--- src/rtl/bpsk_phase_generator.sv ---
// BPSK phase generator: turns a handshaked serial bit stream into a per-clock
// sine-table phase index, flipping the carrier by half a period for '1' bits.
module bpsk_phase_generator #(
  parameter int unsigned DATA_WIDTH        = 8,
  parameter int unsigned SINE_RESOLUTION   = 64,
  parameter int unsigned PHASE_STEP        = 4,
  parameter int unsigned CYCLES_PER_SYMBOL = 4
) (
  input  logic                  clk,
  input  logic                  rst_n,
  input  logic                  bit_in,
  input  logic                  bit_valid,
  output logic                  bit_ready,
  output logic [DATA_WIDTH-1:0] phase,
  output logic                  phase_valid,
  output logic                  symbol_start
);

  localparam int unsigned PERIOD = 2 * SINE_RESOLUTION;
  localparam int unsigned ACC_W  = DATA_WIDTH + 1;
  localparam int unsigned CYC_W  = (CYCLES_PER_SYMBOL > 1) ? $clog2(CYCLES_PER_SYMBOL) : 1;

  localparam logic [ACC_W-1:0] PERIOD_A  = ACC_W'(PERIOD);
  localparam logic [ACC_W-1:0] STEP_A    = ACC_W'(PHASE_STEP);
  localparam logic [ACC_W-1:0] HALF_A    = ACC_W'(SINE_RESOLUTION);
  localparam logic [ACC_W-1:0] BASE_LAST = ACC_W'(PERIOD - PHASE_STEP);
  localparam logic [CYC_W-1:0] CYC_LAST  = CYC_W'(CYCLES_PER_SYMBOL - 1);

  typedef enum logic {
    S_IDLE = 1'b0,
    S_RUN  = 1'b1
  } state_t;

  state_t r_state;
  state_t w_state_nxt;

  logic [ACC_W-1:0]      r_base;
  logic [CYC_W-1:0]      r_cyc;
  logic                  r_cur_bit;
  logic [DATA_WIDTH-1:0] r_phase;
  logic                  r_phase_valid;
  logic                  r_symbol_start;

  logic [ACC_W-1:0]      w_base_nxt;
  logic [CYC_W-1:0]      w_cyc_nxt;
  logic                  w_cur_bit_nxt;
  logic [DATA_WIDTH-1:0] w_phase_nxt;
  logic                  w_phase_valid_nxt;
  logic                  w_symbol_start_nxt;

  logic                  w_last;
  logic                  w_accept;
  logic [ACC_W-1:0]      w_base_inc;
  logic                  w_wrap;
  logic [ACC_W-1:0]      w_base_adv;
  logic [ACC_W-1:0]      w_sum;
  logic [ACC_W-1:0]      w_phase_adv;

  // Carrier advance and offset, all in one extra bit so the modulo never depends on overflow
  assign w_last      = (r_state == S_RUN) && (r_cyc == CYC_LAST) && (r_base == BASE_LAST);
  assign w_accept    = bit_valid && bit_ready;
  assign w_base_inc  = r_base + STEP_A;
  assign w_wrap      = (w_base_inc >= PERIOD_A);
  assign w_base_adv  = w_wrap ? (w_base_inc - PERIOD_A) : w_base_inc;
  assign w_sum       = w_base_adv + (r_cur_bit ? HALF_A : '0);
  assign w_phase_adv = (w_sum >= PERIOD_A) ? (w_sum - PERIOD_A) : w_sum;

  // State register
  always_ff @(posedge clk or negedge rst_n) begin
    if (!rst_n) begin
      r_state <= S_IDLE;
    end else begin
      r_state <= w_state_nxt;
    end
  end

  // Next-state logic
  always_comb begin
    w_state_nxt = S_IDLE;
    if (w_accept) begin
      w_state_nxt = S_RUN;
    end else if ((r_state == S_RUN) && !w_last) begin
      w_state_nxt = S_RUN;
    end
  end

  // Output and datapath next values; idle and end-of-stream fall through to the cleared defaults
  always_comb begin
    bit_ready          = (r_state == S_IDLE) || w_last;
    w_base_nxt         = '0;
    w_cyc_nxt          = '0;
    w_cur_bit_nxt      = 1'b0;
    w_phase_nxt        = '0;
    w_phase_valid_nxt  = 1'b0;
    w_symbol_start_nxt = 1'b0;
    if (w_accept) begin
      w_cur_bit_nxt      = bit_in;
      w_phase_nxt        = bit_in ? DATA_WIDTH'(SINE_RESOLUTION) : '0;
      w_phase_valid_nxt  = 1'b1;
      w_symbol_start_nxt = 1'b1;
    end else if ((r_state == S_RUN) && !w_last) begin
      w_base_nxt        = w_base_adv;
      w_cyc_nxt         = w_wrap ? (r_cyc + CYC_W'(1)) : r_cyc;
      w_cur_bit_nxt     = r_cur_bit;
      w_phase_nxt       = DATA_WIDTH'(w_phase_adv);
      w_phase_valid_nxt = 1'b1;
    end
  end

  // Datapath and registered outputs
  always_ff @(posedge clk or negedge rst_n) begin
    if (!rst_n) begin
      r_base         <= '0;
      r_cyc          <= '0;
      r_cur_bit      <= 1'b0;
      r_phase        <= '0;
      r_phase_valid  <= 1'b0;
      r_symbol_start <= 1'b0;
    end else begin
      r_base         <= w_base_nxt;
      r_cyc          <= w_cyc_nxt;
      r_cur_bit      <= w_cur_bit_nxt;
      r_phase        <= w_phase_nxt;
      r_phase_valid  <= w_phase_valid_nxt;
      r_symbol_start <= w_symbol_start_nxt;
    end
  end

  assign phase        = r_phase;
  assign phase_valid  = r_phase_valid;
  assign symbol_start = r_symbol_start;

endmodule
--- config.mk ---
export PLATFORM = sky130hd
export DESIGN_NAME = bpsk_phase_generator
export DESIGN_NICKNAME = d
export VERILOG_FILES = /design/src/rtl/bpsk_phase_generator.sv
export SDC_FILE = /design/constraint.sdc
export NUM_CORES = 1
export LEC_CHECK = 0
export ABC_AREA = 1
export ABC_CLOCK_PERIOD_IN_PS = 2300
export BUFFER_PORTS_ARGS = -buffer_cell sky130_fd_sc_hd__buf_2
export CAP_MARGIN = 20
export CORE_MARGIN = 4
export CORE_UTILIZATION = 53
export DETAILED_ROUTE_END_ITERATION = 7
export PLACE_DENSITY = 0.76
export SETUP_SLACK_MARGIN = 0.15
export SLEW_MARGIN = 20
export SYNTH_ARGS = -nofsm -noshare
export SYNTH_HDL_FRONTEND = slang
export SYNTH_SLANG_ARGS = --single-unit
--- constraint.sdc ---
create_clock -name clk -period 2.3 [get_ports clk]
set_input_delay 0.23 -clock clk [delete_from_list [all_inputs] [get_ports clk]]
set_output_delay 0.23 -clock clk [all_outputs]
set_load 0.1 [all_outputs]
Word level (Yosys, flattened, before mapping)
Index checks and enable logic that the tools add are counted.
Cells by class
  reduce and logical (&&, ||, !) cells: 6
  bitwise operators: 1
  equality and inequality tests: 4
  muxes and demuxes: 16
  add/subtract/negate cells: 5
  magnitude comparators: 2
Operators by type and width (count)
  9-bit two-way mux: 3
  8-bit two-way mux: 3
  9-bit by 8-bit >= comparator with 1-bit output, second input constant: 2
  7-bit two-way mux: 2
  9-bit by 3-bit adder with 9-bit output, second input constant: 1
  9-bit by 7-bit adder with 9-bit output: 1
  9-bit by 7-bit equality test with 1-bit output, second input constant: 1
  9-bit by 8-bit subtractor with 9-bit output, second input constant: 1
  8-bit subtractor, second input constant: 1
  2-bit two-way mux: 3
  1-bit two-way mux: 5
  1-bit logical AND: 4
  3-bit inequality test, second input constant: 1
  2-bit by 1-bit adder with 2-bit output, second input constant: 1
  2-bit equality test, second input constant: 1
  2-bit inequality test, second input constant: 1
  1-bit logical NOT: 1
  1-bit logical OR: 1
  1-bit NOT: 1
Word-level totals
  register bits after elaboration: 22
  output and inout bits: 11
  word-level logic and storage cells: 40

Depth between registers and ports, before layout
  depth in word-level cells: 8
  depth in mapped cells: 14
  depth with buffers taken out: 14

Least setup slack after synthesis
OpenSTA, ideal clock, no wires.
  kind: register to register
  from: reg, netlist name phase[2]
  to: reg r_phase[7], in the netlist phase[7]
  slack: 0.269 ns
  arrival: 1.960 ns
  cell stages (with the launch flop): 13
  data required time: 2.229 ns
  path buffers: 0
  library setup time: 0.071 ns
  cells stage by stage: dfrtp_1 -> ha_1 -> nand3_1 -> o21bai_1 -> nand2_1 -> inv_1 -> ha_1 -> nand2_4 -> xnor2_2 -> ha_1 -> nor2_1 -> nand2_1 -> nor2_1
RTL lines
  end signal: assignment: RTL line 123  | r_phase <= w_phase_nxt;
  end: declaration: RTL line 40  | logic [DATA_WIDTH-1:0] r_phase;

Final worst setup path
  from: reg r_base[3]
  to: reg r_phase[7], in the netlist phase[7]
Between the ends
  word-level cells in the longest chain between the ends: 8
Ends and longest elaborated chain
  start: declaration: RTL line 37  | logic [ACC_W-1:0] r_base;
  start signal: assignment: RTL line 120  | r_base <= w_base_nxt;
  9-bit by 3-bit adder with 9-bit output: RTL line 62  | assign w_base_inc = r_base + STEP_A;
  9-bit by 8-bit subtractor with 9-bit output or 9-bit by 8-bit >= comparator with 1-bit output (tied branches): RTL line 64, 63
  9-bit two-way mux: RTL line 64  | assign w_base_adv = w_wrap ? (w_base_inc - PERIOD_A) : w_base_inc;
  9-bit by 7-bit adder with 9-bit output: RTL line 65  | assign w_sum = w_base_adv + (r_cur_bit ? HALF_A : '0);
  8-bit subtractor or 9-bit by 8-bit >= comparator with 1-bit output (tied branches): RTL line 66  | assign w_phase_adv = (w_sum >= PERIOD_A) ? (w_sum - PERIOD_A) : w_sum;
  8-bit two-way mux: RTL line 66
  8-bit two-way mux: RTL line 101  | end else if ((r_state == S_RUN) && !w_last) begin
  8-bit two-way mux *: RTL line 96  | if (w_accept) begin
  named net w_phase_nxt[7]: RTL line 47  | logic [DATA_WIDTH-1:0] w_phase_nxt;
The timed path passes the listed nets; every way through them passes the cells marked *.
A chain may end at the register's enable or synchronous reset.

==> flow_metrics.py <==
metrics = {
    "critical_path": {
        "path_cells": "ha_4 -> nand3_2 -> o21bai_1 -> nand2_1 -> inv_2 -> ha_4 -> nand2_4 -> xnor2_2 -> ha_1 -> nor2_1 -> nand2_1 -> nor2_1",
        "endpoint_kind": "flop",
        "required_ns": 2.52,
        "path_class": "reg -> reg",
        "rr_worst_depth": 12,
        "critPathBufInv": 1,
        "cp_top_family": "adder cells",
        "cp_data_arrival_time_ns": 2.20,
        "start_kind": "flop",
        "critPathSlowestCell": "dfrtp_1",
        "reg2reg_to": "phase[7]",
        "max_stage_delay_ns": 0.42,
        "r2r_slack_ns": 0.32,
        "r2r_start": "r_base[3]",
        "worst-path-stages": 12,
        "critical_path_peak_fanout": 4,
    },
    "drt": {
        "wl_per_cell_um": 11.2,
        "highest-signal-layer": "met4",
        "wl_um": 1470,
        "drt-initial-drc-count": 10,
        "vias": 658,
        "viasPerCell": 5.02,
        "first_pass_iters": 4,
        "wl_met1_um": 654,
        "drc": 0,
        "wl_met3_um": 52,
        "route.met2.wl_um": 726,
        "final_antenna_net_count": 0,
    },
    "sta": {
        "drv_slew": 0,
        "setup-tns-final_ns": 0,
        "period_share_pct": 86.0,
        "finalWorstSetupSlack_ns": 0.322,
        "fmax_mhz": 505,
        "hold_viol_final": 0,
        "rsz0062_at_grt": "false",
        "final.min_clock_period_ns": 1.98,
        "skew_ns": 0.00297,
        "setup_viol": 0,
    },
    "finish": {
        "stdcell_area_mm2": 0.00100,
        "drive_above_1_share_pct": 33.9,
        "post-route-util_pct": 67.5,
        "area_growth_pct": 20.8,
        "mostFrequentLayoutCell": "nand2_1",
        "diodes": 0,
        "fillers": 114,
        "fin_nets": 126,
        "final_cell_mix": "nand2_1 (20), dfrtp_1 (15), buf_2 (14), inv_1 (11), nor2_1 (9)",
    },
    "placed_design": {
        "place_ws_ns": 0.144,
        "dp_hpwl_um": 1100,
        "io_buffers": 14,
        "place_congestion": 0.819,
        "dpl-instance-area_um2": 895,
    },
    "logic_synthesis": {
        "syn_inst": 97,
        "yosys.cell_types.count": 22,
        "synth_fp_nets": 107,
        "yosysSeqAreaShare_pct": 45.1,
        "netlist_area_um2": 832,
        "yosys_warnings": 0,
        "synth_area_per_cell_um2": 8.58,
        "ys_seq_elements": 15,
    },
    "run_status": {
        "status": "complete, no violations",
    },
    "global_route": {
        "grt_pass1_vias": 562,
        "antenna_found_initial": 0,
        "grt_pass1_wl_um": 2420,
        "globalRouteOverflowTotal": 0,
        "grtUsageTotal_pct": 15.8,
        "grt_max_degree": 16,
    },
    "clock_network": {
        "cts_tree": "yes",
        "clockRootBuffer": "clkbuf_4",
        "numCtsBuffers": 3,
        "clkLatencyLatePin_ns": 0.28,
        "clockBufferDepth": 2,
        "clock_sinks": 15,
        "htree_levels": 1,
        "clkSlewWorstSetupHoldPaths_ns": 0.09,
    },
    "floorplanning": {
        "die_w_um": 47.6,
        "dieArea_mm2": 0.00227,
        "initial_core_util_pct": 55.9,
        "boundaryPins": 15,
        "die_h_um": 47.6,
        "core_area_mm2": 0.00149,
        "fp-row-count": 14,
    },
    "power": {
        "clkPwrFrac_pct": 33.6,
        "ir_worst_vdd_uv": 503,
        "p_sw_uw": 102,
        "p_sw_share_pct": 23.5,
        "p_comb_share_pct": 5.6,
        "total_power_uw": 435,
        "p_int_uw": 333,
        "power_density_mw_per_mm2": 433,
        "p_leak_nw": 0.500,
        "power_frac_seq_pct": 60.8,
    },
    "worst_hold_path": {
        "hold_end": "phase_valid",
        "hp-start": "bit_valid",
        "hp-class": "in -> reg",
        "min_path_cells": 3,
    },
    "run": {
        "maxCapViolCount": 0,
    },
}
-- sequential cells by signal, indices dropped and copies added (netlist names) --
| name | flops |
|---|---|
| phase_valid | 1 |
| r_base | 4 |
| r_cyc | 2 |
| phase | 6 |
| symbol_start | 1 |
| r_cur_bit | 1 |
-- area by class of cell --
class,count,area (um2),area share [%]
repair buffers,20,125,12.5
inverters,13,48.8,4.86
multi-input cells,63,408,40.6
flip-flops and latches,15,375,37.4
clock inverters,1,5.00,0.498
clock buffers,3,22.5,2.24
well taps,16,20.0,1.99
-- cells in the mapped netlist --
cell type / number / share of area [%]
nor3_1: 1 / 0.60
buf_4: 5 / 4.5
dfrtp_1: 15 / 45
nand4_1: 3 / 2.3
o21ai_0: 1 / 0.60
o21bai_1: 1 / 0.90
nand2_1: 20 / 9.0
inv_1: 13 / 5.9
nand3_2: 1 / 1.2
nand2_2: 3 / 2.3
o21ai_2: 1 / 1.1
nor2_1: 10 / 4.5
xnor2_1: 1 / 1.1
and2_1: 1 / 0.75
a21oi_1: 4 / 2.4
nand2_4: 1 / 1.4
xnor2_2: 1 / 2.0
ha_1: 6 / 9.0
conb_1: 1 / 0.45
buf_2: 1 / 0.60
nor2_2: 2 / 1.5
nand3_1: 5 / 3.0
-- power groups by stage --
stage | Sequential [mW] | Combinational [mW] | Clock, mW
2_1_floorplan | 0.277 | 0.00878 | 0
3_3_place_gp | 0.270 | 0.0234 | 0
3_5_place_dp | 0.270 | 0.0235 | 0
4_1_cts | 0.265 | 0.0247 | 0.152
5_1_grt | 0.265 | 0.0261 | 0.165
6_report | 0.265 | 0.0242 | 0.146
-- worst reg2reg max path: stages, from the launching register on --
cell and delay [ns]:
dfrtp_1 0.42, ha_4 0.19, nand3_2 0.08, o21bai_1 0.15
nand2_1 0.13, inv_2 0.09, ha_4 0.15, nand2_4 0.06
xnor2_2 0.13, ha_1 0.27, nor2_1 0.09, nand2_1 0.06
nor2_1 0.09
-- timing repair --
action                                 CTS  global route
setup endpoints to repair                1             1
buffers inserted                         1             2
resized for setup                        1            11
hold buffers                             1             0
pin swaps                                0             9
endpoints found under the hold margin   15             0
-- how the worst max path moves through the flow --
| stage | endpoint | start | slack (ns) |
|---|---|---|---|
| finish | phase[7] | r_base[3] | 0.32 |
| CTS | phase[7] | phase[2] | 0.23 |
| floorplan | phase[7] | phase[2] | 0.27 |
| detailed placement | phase[7] | r_base[3] | 0.14 |
| global route | phase[7] | r_base[3] | 0.14 |
| global placement | phase[7] | r_base[3] | 0.22 |
-- per-stage QoR --
| stage | cells | hold WS, ns |
|---|---|---|
| floorplan | 97 | -0.0656 |
| global placement | 123 | 0.142 |
| detailed placement | 123 | 0.147 |
| CTS | 129 | 0.127 |
| global route | 131 | 0.147 |
| finish | 131 | 0.138 |
-- logic make-up after synthesis --
group	after synthesis	share of synthesized area, %
XOR/XNOR	2	3.01
AO/OA/AOI/OAI	7	4.96
flip-flops	15	45.1
buffers and inverters	19	11.0
other	1	0.451
AND/OR/NAND/NOR	47	26.5
adder cells (fa/ha/maj)	6	9.02
-- per-layer routing --
metal  global-route usage, %  vias to the layer above
met5                       0                        -
met4                    9.68                        0
met3                    3.38                        5
met2                    24.1                       12
met1                    20.6                      306
li1                        -                      335
(Power assumes the default switching activity.)
